## src/rtl/alu_pkg.sv

```systemverilog
// Shared constants and entry layout for the ALU result stage.
package alu_pkg;

    localparam int ALU_N     = 32;
    localparam int ALU_TAG_W = 4;

    localparam logic [1:0] FN_SHIFT = 2'b00;
    localparam logic [1:0] FN_SLT   = 2'b01;
    localparam logic [1:0] FN_ARITH = 2'b10;
    localparam logic [1:0] FN_LOGIC = 2'b11;

    localparam logic [1:0] SLT_SIGNED   = 2'b00;
    localparam logic [1:0] SLT_UNSIGNED = 2'b01;

    // Queue entry, MSB first; the top packs its FIFO word in this same order.
    typedef struct packed {
        logic [ALU_N-1:0]     result;
        logic                 zero;
        logic                 ovf;
        logic                 cout;
        logic [ALU_TAG_W-1:0] tag;
    } entry_t;

endpackage

```

## src/rtl/alu_result_fifo.sv

```systemverilog
// Generic DEPTH x W circular FIFO with occupancy count; storage is not reset.
module alu_result_fifo #(
    parameter int DEPTH = 4,
    parameter int W     = 8
) (
    input  logic                     clk,
    input  logic                     rst,
    input  logic                     push,
    input  logic                     pop,
    input  logic [W-1:0]             wr_data,
    output logic [W-1:0]             rd_data,
    output logic [$clog2(DEPTH):0]   count,
    output logic                     full,
    output logic                     empty
);

    localparam int AW = $clog2(DEPTH);
    localparam int CW = AW + 1;

    logic [W-1:0]  mem [DEPTH];
    logic [AW-1:0] wr_ptr;
    logic [AW-1:0] rd_ptr;
    logic          do_push;
    logic          do_pop;

    assign full    = (count == CW'(DEPTH));
    assign empty   = (count == '0);
    assign do_push = push && !full;
    assign do_pop  = pop && !empty;
    assign rd_data = mem[rd_ptr];

    always_ff @(posedge clk) begin
        if (do_push) begin
            mem[wr_ptr] <= wr_data;
        end
    end

    // DEPTH is a power of two, so pointers wrap by natural overflow.
    always_ff @(posedge clk or posedge rst) begin
        if (rst) begin
            wr_ptr <= '0;
            rd_ptr <= '0;
            count  <= '0;
        end else begin
            if (do_push) wr_ptr <= wr_ptr + 1'b1;
            if (do_pop)  rd_ptr <= rd_ptr + 1'b1;
            case ({do_push, do_pop})
                2'b10:   count <= count + 1'b1;
                2'b01:   count <= count - 1'b1;
                default: count <= count;
            endcase
        end
    end

endmodule

```

## src/rtl/alu_result_stage.sv

```systemverilog
// Captures ALU results (resolving set-less locally) into a writeback FIFO.
// Optional sticky overflow flag: define ALU_RESULT_STICKY_OVF_EN.
module alu_result_stage
    import alu_pkg::*;
#(
    parameter int N     = 32,
    parameter int DEPTH = 4,
    parameter int TAG_W = 4
) (
    input  logic                   clk,
    input  logic                   rst,
    input  logic                   in_valid,
    output logic                   in_ready,
    input  logic [1:0]             in_fn_class,
    input  logic [1:0]             in_opcode,
    input  logic [N-1:0]           in_a,
    input  logic [N-1:0]           in_b,
    input  logic [N-1:0]           in_out,
    input  logic                   in_ovf,
    input  logic                   in_cout,
    input  logic [TAG_W-1:0]       in_tag,
    output logic                   out_valid,
    input  logic                   out_ready,
    output logic [N-1:0]           out_result,
    output logic                   out_zero,
    output logic                   out_ovf,
    output logic                   out_cout,
    output logic [TAG_W-1:0]       out_tag,
    output logic [$clog2(DEPTH):0] count,
    output logic                   ovf_sticky,
    input  logic                   sticky_clr
);

    localparam int W = N + 3 + TAG_W;

    // Handshake: a transfer happens on a rising edge where valid && ready;
    // ready never depends on valid, and a held valid is retried until taken.
    logic             push;
    logic             pop;
    logic             full;
    logic             empty;
    logic [N:0]       slt_diff;
    logic [N-1:0]     f_result;
    logic             f_zero;
    logic             f_ovf;
    logic             f_cout;
    logic [W-1:0]     rd_data;
    logic [N-1:0]     h_result;
    logic             h_zero;
    logic             h_ovf;
    logic             h_cout;
    logic [TAG_W-1:0] h_tag;

    assign in_ready  = !full;
    assign out_valid = !empty;
    assign push      = in_valid && in_ready;
    assign pop       = out_valid && out_ready;

    // N+1-bit subtract: bit N is the borrow (unsigned) or the true sign (signed).
    always_comb begin
        slt_diff = '0;
        f_result = '0;
        f_ovf    = 1'b0;
        f_cout   = 1'b0;
        if (in_opcode == SLT_UNSIGNED) begin
            slt_diff = {1'b0, in_a} - {1'b0, in_b};
        end else begin
            slt_diff = {in_a[N-1], in_a} - {in_b[N-1], in_b};
        end
        case (in_fn_class)
            FN_SLT:   f_result = {{(N-1){1'b0}}, slt_diff[N]};
            FN_ARITH: begin
                f_result = in_out;
                f_ovf    = in_ovf;
                f_cout   = in_cout;
            end
            FN_SHIFT, FN_LOGIC: f_result = in_out;
        endcase
    end

    assign f_zero = (f_result == '0);

    alu_result_fifo #(
        .DEPTH (DEPTH),
        .W     (W)
    ) u_fifo (
        .clk     (clk),
        .rst     (rst),
        .push    (push),
        .pop     (pop),
        .wr_data ({f_result, f_zero, f_ovf, f_cout, in_tag}),
        .rd_data (rd_data),
        .count   (count),
        .full    (full),
        .empty   (empty)
    );

    assign {h_result, h_zero, h_ovf, h_cout, h_tag} = rd_data;

    // Stale storage is never exposed while the queue is empty.
    assign out_result = out_valid ? h_result : '0;
    assign out_zero   = out_valid ? h_zero   : 1'b0;
    assign out_ovf    = out_valid ? h_ovf    : 1'b0;
    assign out_cout   = out_valid ? h_cout   : 1'b0;
    assign out_tag    = out_valid ? h_tag    : '0;

`ifdef ALU_RESULT_STICKY_OVF_EN
    always_ff @(posedge clk or posedge rst) begin
        if (rst) begin
            ovf_sticky <= 1'b0;
        end else if (push && f_ovf) begin
            ovf_sticky <= 1'b1;
        end else if (sticky_clr) begin
            ovf_sticky <= 1'b0;
        end
    end
`else
    logic unused_sticky_clr;
    assign unused_sticky_clr = sticky_clr;
    assign ovf_sticky        = 1'b0;
`endif

endmodule
```

## config.mk

```make
export PLATFORM = sky130hd
export DESIGN_NAME = alu_result_stage
export DESIGN_NICKNAME = d
export VERILOG_FILES = /design/src/rtl/alu_pkg.sv /design/src/rtl/alu_result_fifo.sv /design/src/rtl/alu_result_stage.sv
export SDC_FILE = /design/constraint.sdc
export NUM_CORES = 1
export LEC_CHECK = 0
export BUFFER_PORTS_ARGS = -buffer_cell sky130_fd_sc_hd__buf_2
export CORE_ASPECT_RATIO = 0.7
export CORE_MARGIN = 2
export CORE_UTILIZATION = 59
export DETAILED_ROUTE_END_ITERATION = 12
export GPL_ROUTABILITY_DRIVEN = 1
export PLACE_DENSITY = 0.85
export SLEW_MARGIN = 20
export SYNTH_ARGS = -nofsm -noshare
export SYNTH_HDL_FRONTEND = slang
export SYNTH_HIERARCHICAL = 1
export SYNTH_SLANG_ARGS = --single-unit
```

## constraint.sdc

```tcl
create_clock -name clk -period 5.53 [get_ports clk]
set_input_delay 0.8295 -clock clk [delete_from_list [all_inputs] [get_ports clk]]
set_output_delay 0.8295 -clock clk [all_outputs]
set_load 0.1 [all_outputs]
```

==> impl_metrics.csv, run 1 <==
group,metric,value,unit
clock_tree,tritoncts,"done",
clock_tree,cts.sinks,163,
run,drv_cap,0,
synthesis,synth_area_per_cell,16.4,sq um
layout,area_growth,19.8,%
grt,grt-ovfl-total,0,
routing,firstDrtPassIters,4,
worst_setup_path,critPathCaptureType,"output port",
routing,viasPerCell,5.69,
routing,wirelength,15900,um
place,post-dp-hpwl,10100,um
synthesis,synth-seq-cells,163,
worst_setup_path,critPathKind,"reg -> out",
routing,via_count,4518,
sta,period_minus_slack,3.74,ns
synthesis,synth_area_leaders,"edfxtp_1, mux4_2, ha_1",
floorplan,die_w,139,um
clock_tree,clkLatencyLatePin,0.43,ns
routing,wire_per_inst,20.1,um
grt,gr-usage-all-layers,24.8,%
worst_setup_path,cp-start-kind,"flop",
routing,drc_errors,0,
grt,grt_pass1_vias,4923,
synthesis,ys_seq_area_share,64.7,%
sta,maxSlewViolCount,0,
clock_tree,cts_max_level,4,
status,status,"completed",
grt,grt_max_degree,41,
worst_setup_path,cp_max_fo,29,
layout,final_common_cell,"edfxtp_1",
clock_tree,postCtsSetupBuffers,0,
synthesis,syn_nets,607,
clock_tree,post_cts_resized,0,
synthesis,synthDistinctLibCells,44,
synthesis,synth_area,0.00751,sq mm
layout,drive_above_1_share,37.4,%
sta,fmax,267,MHz
worst_hold_path,hp-class,"in -> async",
clock_tree,cts_root_buf,"clkbuf_16",
layout,fin_nets,766,
layout,mostFrequentLayoutCells,"edfxtp_1, buf_2, nor2b_1",
synthesis,yosysWarnings,6,
sta,rsz0062_at_grt,"false",
synthesis,synth_top_area_cell,"edfxtp_1",
floorplan,pin_count,156,
layout,nFillCells,821,
place,gp_congestion,0.765,
floorplan,coreArea,0.0124,sq mm
sta,finalSetupViolations,0,
sta,post-route-period-util,67.6,%
place,io_buffer_count,153,
sta,hold_viol_final,0,
clock_tree,postCtsHoldBufs,0,
routing,drt_iter0_drc,283,
clock_tree,clock_path_buffers,2,
worst_setup_path,cp.arrival,2.91,ns
floorplan,start_util,60.5,%
grt,grt_pass1_wl,25300,um
sta,worst_slew_pin_slew,1.08,ns
floorplan,die-height,98.4,um
sta,maxSlewHeadroom,28.1,%
floorplan,num_rows,34,
clock_tree,clk_pin_slew,0.06,ns
sta,setup_tns,0,ns
routing,detail-route-antenna-nets,0,
synthesis,syn_inst,459,
synthesis,synth_top_cell_area_share,62.3,%
grt,antenna_found_initial,3,
worst_setup_path,cp.required,4.70,ns
floorplan,die_area,0.0137,sq mm
sta,fin_worst_skew,0.00956,ns
clock_tree,cts_made_buffers,17,
-- layer usage --
metal / share of wire (%) / GRT usage [%] / wire [um]
met1: 38 / 29.7 / 6130
met2: 52 / 43.3 / 8220
met4: 1.3 / 9.17 / 201
met5: 0.11 / 0 / 17
met3: 8.6 / 7.58 / 1380
-- cells in the mapped netlist (all sizes together) --
cell type / count
edfxtp: 156
nor2b: 43
inv: 41
mux4: 39
ha: 36
and2: 35
a21oi: 13
buf: 10
nand2: 10
nand4: 8
clkbuf: 7
dfrtp: 7
nor4: 7
nor2: 5
nor3: 5
o21ai: 5
nand3: 3
xnor2: 3
xor2: 3
a21o: 2
a31oi: 2
and3b: 2
nand2b: 2
a211o: 1
a211oi: 1
a221oi: 1
and4: 1
conb: 1
fa: 1
mux2: 1
mux2i: 1
nor3b: 1
o221ai: 1
o31a: 1
o31ai: 1
or2b: 1
or3: 1
or4: 1
-- path summary, 6_finish.rpt --
| check | start | to | slack, ns | cells after the start |
|---|---|---|---|---|
| worst max-delay path | u_fifo/rd_ptr[0] | out_ovf | 1.79 | 4 |
| worst min-delay path | rst | u_fifo/count[1] | 0.33 | 2 |
| worst max register to register | u_fifo/count[2] | u_fifo/mem[0][23] | 3.17 | 4 |
| worst min register to register | u_fifo/count[2] | u_fifo/count[2] | 0.55 | 1 |
| max in group asynchronous | rst | u_fifo/rd_ptr[0] | 4.96 | 2 |
| min in group clk | u_fifo/count[2] | u_fifo/count[2] | 0.55 | 1 |
-- kinds of logic (layout without fill, tap and decap cells) --
group | count (synthesis) | after routing | share of synthesized area (%)
buffers and inverters | 58 | 230 | 3.98
AO/OA/AOI/OAI | 28 | 28 | 2.30
other | 1 | 2 | 0.0499
multiplexers | 41 | 41 | 12.0
flip-flops | 163 | 163 | 64.7
AND/OR/NAND/NOR | 125 | 125 | 10.0
XOR/XNOR | 6 | 6 | 0.699
adder cells (fa/ha/maj) | 37 | 37 | 6.26
-- state kept, by name (all words and copies together) (netlist names) --
name / cells
u_fifo/rd_ptr: 2
u_fifo/count: 3
u_fifo/mem: 156
u_fifo/wr_ptr: 2
-- worst max-delay path, stage by stage (launching register included) --
cell	delay (ns)
dfrtp_2	1.01
buf_4	0.43
mux4_2	0.55
nor2b_1	0.16
buf_2	0.31
-- cell type report --
cell class,count,area (sq um),area share (%)
flip-flops and latches,163,4860,54.0
inverters,41,154,1.71
multi-input cells,238,2370,26.3
repair buffers,157,808,8.98
clock buffers,17,425,4.72
well taps,162,203,2.25
clock inverters,15,179,1.99
diodes,1,2.50,0.0278
-- stage by stage --
stage          instance area [sq um]  cells  util [%]  setup WS [ns]  hold WS, ns
2_1_floorplan                   7510    459         -           1.87        0.534
3_5_place_dp                    8370    760      67.4           2.19        0.549
5_1_grt                         9000    793      72.5           1.56        0.338
6_report                        9000    794      72.5           1.79        0.334
4_1_cts                         8980    792      72.3           1.68        0.319
3_3_place_gp                    8370    760      67.4           2.22        0.529
Power of run 1 is left out: the tool's default activity adds up to more than one toggle a clock period on the data nets, which glitch-free logic cannot reach.
==> run 2: changes to the inputs <==
CORE_UTILIZATION = 55   (was 59)
PLACE_DENSITY = 0.8   (was 0.85)
clock period = 3.75 ns   (was 5.53 ns; I/O delays follow)
==> impl_metrics.csv, run 2 (synthesis gave the netlist of run 1 again) <==
group,metric,value,unit
worst_setup_path,cp-start-kind,"flop",
worst_setup_path,cp_max_fo,33,
sta,fin_worst_skew,0.0106,ns
layout,area_growth,20.2,%
layout,final_util,68.1,%
routing,viasPerCell,5.42,
floorplan,pin_count,156,
worst_setup_path,critPathCaptureType,"output port",
sta,post-route-period-util,81.0,%
sta,worst_slew_pin_slew,0.837,ns
worst_setup_path,cp.arrival,2.47,ns
clock_tree,cts_root_buf,"clkbuf_16",
clock_tree,clk_pin_slew,0.07,ns
sta,maxSlewViolCount,0,
floorplan,coreArea,0.0133,sq mm
routing,drc_errors,0,
layout,largest-register,"u_fifo/mem",
clock_tree,tritoncts,"done",
layout,drive_above_1_share,38.5,%
place,post-dp-hpwl,10500,um
worst_setup_path,cp.required,3.19,ns
grt,grt-ovfl-total,0,
sta,period_minus_slack,3.04,ns
layout,final_common_cell,"edfxtp_1",
layout,largest_reg_flops,156,
clock_tree,cts_max_level,4,
worst_hold_path,hp-class,"in -> async",
clock_tree,cts.sinks,163,
place,postPlaceCellArea,0.00849,sq mm
place,io_buffer_count,153,
clock_tree,cts_made_buffers,17,
routing,via_count,4485,
layout,mostFrequentLayoutCells,"edfxtp_1, buf_2, nor2b_1",
routing,drt_iter0_drc,218,
sta,hold_viol_final,0,
layout,stdcell_area,0.00903,sq mm
clock_tree,postCtsHoldBufs,0,
layout,top_regs,"u_fifo/mem (156), u_fifo/count (3)",
clock_tree,clock_path_buffers,2,
floorplan,die-height,102,um
layout,nFillCells,907,
status,status,"completed",
grt,gr-usage-all-layers,22.4,%
floorplan,start_util,56.6,%
grt,antenna_found_initial,3,
routing,wirelength,15300,um
worst_setup_path,ff2ff_path_depth,5,
sta,rsz0062_at_grt,"false",
worst_setup_path,critPathKind,"reg -> out",
run,drv_cap,0,
sta,maxSlewHeadroom,44.2,%
layout,fin_nets,777,
clock_tree,clkLatencyLatePin,0.41,ns
sta,setup_tns,0,ns
floorplan,die_w,144,um
grt,grt_pass1_vias,4567,
place,gp_congestion,0.880,
sta,finalSetupViolations,0,
grt,grt_max_degree,34,
routing,wire_per_inst,18.4,um
floorplan,num_rows,35,
floorplan,die_area,0.0146,sq mm
routing,firstDrtPassIters,5,
clock_tree,postCtsSetupBuffers,0,
clock_tree,post_cts_resized,0,
grt,grt_pass1_wl,23900,um
routing,detail-route-antenna-nets,0,
sta,fmax,329,MHz
## run 2: cell count changes in the layout (fill, tap and decap cells not counted)
cell | before | now
clkinv_4 | 4 | 5
buf_4 | 3 | 15
clkinvlp_4 | 1 | 4
nand2b_2 | 1 | 0
and2_4 | 2 | 0
inv_6 | 4 | 3
and2_2 | 2 | 4
nand2b_1 | 1 | 2
clkbuf_1 | 0 | 1
buf_12 | 1 | 0
clkinv_2 | 0 | 1
clkinv_1 | 3 | 1
bufinv_16 | 3 | 0
## run 2: worst max-delay path: stages, from the launching register on
cell and delay, ns:
dfrtp_2 0.92, buf_4 0.33, mux4_2 0.20, nor2b_1 0.17, buf_2 0.45
## run 2: worst paths after layout
check | startpoint | end | slack [ns]
max | u_fifo/rd_ptr[1] | out_ovf | 0.71
max in group asynchronous | rst | u_fifo/rd_ptr[1] | 3.44
min | rst | u_fifo/count[2] | 0.07
max reg2reg | u_fifo/count[2] | u_fifo/mem[1][19] | 1.46
min in group clk | in_tag[2] | u_fifo/mem[2][2] | 0.36
min reg2reg | u_fifo/count[2] | u_fifo/count[2] | 0.56
## run 2: through the flow
stage / hold WS (ns) / setup slack (ns) / std cells
after floorplan: 0.366 / 0.355 / 459
after global placement: 0.496 / 1.09 / 795
after detailed placement: 0.502 / 1.06 / 795
after CTS: 0.0549 / 0.658 / 827
after global routing: 0.0661 / 0.559 / 827
final: 0.0704 / 0.713 / 828
## run 2: area by class of cell
type	instances	area, sq um	share of cell area (%)
inverters	41	154	1.70
flip-flops and latches	163	4860	53.8
well taps	185	231	2.56
clock buffers	18	429	4.75
multi-input cells	238	2370	26.2
diodes	1	2.50	0.0277
clock inverters	14	109	1.21
repair buffers	168	878	9.72
## run 2: metal layers
layer	GRT usage [%]	routed length, um	up-vias
met5	0	13	-
met4	4.60	64	2
met3	7.47	1240	12
met2	36.6	7510	161
met1	30.1	6450	2225
li1	-	-	2085
Power of run 2 is left out for the same reason.
==> run 3: changes to the inputs <==
CORE_UTILIZATION = 50   (was 55)
PLACE_DENSITY = 0.77   (was 0.8)
clock period = 2.5 ns   (was 3.75 ns; I/O delays follow)
==> impl_metrics.csv, run 3 (synthesis gave the netlist of run 1 again) <==
group,metric,value,unit
status,status,"completed",
worst_setup_path,cpPeakStageDelay,0.53,ns
layout,area_growth,28.3,%
layout,n_antenna_cell,0,
floorplan,start_util,51.2,%
layout,final_common_cell,"edfxtp_1",
worst_setup_path,cp.arrival,2.09,ns
sta,maxSlewHeadroom,54.8,%
grt,gr-usage-all-layers,21.3,%
grt,grt_pass1_wl,25300,um
sta,period_minus_slack,2.47,ns
layout,final_util,65.7,%
worst_setup_path,rr_endpoint,"u_fifo/count[2]",
clock_tree,cts_made_buffers,17,
worst_setup_path,cp.required,2.12,ns
routing,wirelength,16000,um
routing,viasPerCell,5.39,
routing,wire_per_inst,19.1,um
place,io_buffer_count,153,
layout,top_regs,"u_fifo/mem (156), u_fifo/count (3)",
sta,finalSetupViolations,0,
worst_setup_path,startpoint,"u_fifo/rd_ptr[0]",
routing,drc_errors,0,
layout,seq_area,0.00487,sq mm
worst_setup_path,cp_slowest_cell,"mux4_2",
clock_tree,clk_pin_slew,0.06,ns
sta,fmax,406,MHz
routing,detail-route-antenna-nets,0,
layout,fin_nets,777,
grt,antenna_found_initial,1,
worst_setup_path,cp_max_fo,20,
clock_tree,clock_path_buffers,2,
routing,firstDrtPassIters,5,
worst_setup_path,path_cells,"bufbuf_16 > mux4_2 > nor2b_4 > buf_4",
floorplan,pin_count,156,
worst_setup_path,critPathKind,"reg -> out",
sta,worst_slew_pin_slew,0.672,ns
clock_tree,postCtsSetupBuffers,0,
grt,grt_max_degree,41,
sta,hold_viol_final,0,
grt,grt-ovfl-total,0,
place,gp_congestion,0.801,
clock_tree,tritoncts,"done",
worst_setup_path,reg2reg_slack,0.28,ns
floorplan,die-height,107,um
layout,multiInputGateArea,0.00257,sq mm
floorplan,die_area,0.0160,sq mm
layout,mostFrequentLayoutCells,"edfxtp_1, buf_2, inv_1",
worst_hold_path,hp-class,"in -> reg",
grt,grt_pass1_vias,4871,
worst_setup_path,crit_end,"out_result[0]",
layout,drive_above_1_share,45.2,%
layout,largest-register,"u_fifo/mem",
floorplan,coreArea,0.0147,sq mm
layout,largest_reg_flops,156,
layout,nFillCells,990,
sta,maxSlewViolCount,0,
clock_tree,clkLatencyLatePin,0.42,ns
floorplan,die_w,151,um
worst_setup_path,cp-start-kind,"flop",
floorplan,num_rows,37,
worst_setup_path,ff2ff_path_depth,10,
sta,post-route-period-util,98.6,%
clock_tree,cts_max_level,4,
clock_tree,cts_root_buf,"clkbuf_16",
routing,drt_iter0_drc,317,
place,post-dp-hpwl,10900,um
worst_setup_path,critPathCaptureType,"output port",
clock_tree,cts.sinks,163,
sta,fin_worst_skew,0.00982,ns
run,drv_cap,0,
routing,via_count,4512,
worst_setup_path,reg2reg_from,"u_fifo/count[0]",
sta,rsz0062_at_grt,"true",
==> run 3: through the flow <==
stage	instances	setup TNS, ns	worst slack [ns]	hold WS, ns	instance area [sq um]
after CTS	837	0	0.00864	0.162	9620
after floorplan	459	-0.397	-0.0992	0.178	7730
after detailed placement	803	-0.145	-0.0362	0.349	8930
after global placement	803	0	0.0786	0.327	8930
final	837	0	0.0346	0.176	9640
after global routing	837	-0.290	-0.0520	0.163	9640
==> run 3: worst min-delay path by stage <==
stage,depth (start not counted),startpoint,to,slack [ns]
after floorplan,1,rst,u_fifo/rd_ptr[0],0.18
after global placement,2,rst,u_fifo/count[2],0.33
after detailed placement,2,rst,u_fifo/count[2],0.35
after CTS,1,in_tag[0],u_fifo/mem[0][0],0.16
after global routing,1,in_tag[1],u_fifo/mem[0][1],0.16
final,1,in_tag[0],u_fifo/mem[0][0],0.18
==> run 3: final cells by class <==
class                   instances  area share, %
clock buffers                  17           4.41
clock inverters                15           2.11
inverters                      41           1.60
multi-input cells             238           26.6
flip-flops and latches        163           50.5
well taps                     195           2.53
repair buffers                168           12.2
==> run 3: per-layer routing <==
layer  part of all wire, %  vias to the layer above  global-route usage, %
li1                      -                     2084                      -
met1                    45                     2264                   29.6
met2                    48                      148                   34.4
met3                   5.9                       14                   4.68
met4                  0.95                        2                   6.13
met5                 0.069                        -                      0
==> run 3: repair_timing <==
action	CTS	global route
pin swaps	0	0
endpoints found under the hold margin	7	0
resized for setup	7	15
endpoints found under the setup margin	25	21
cloned	1	0
hold buffers	1	0
==> run 3: worst max-delay path, delay by kind of cell (launching register included) <==
| kind | cells | cell delay [ns] |
|---|---|---|
| buffers and inverters | 2 | 0.59 |
| DFF | 1 | 0.42 |
| muxes | 1 | 0.53 |
| and+or+nand+nor | 1 | 0.14 |
Power of run 3 is left out for the same reason.
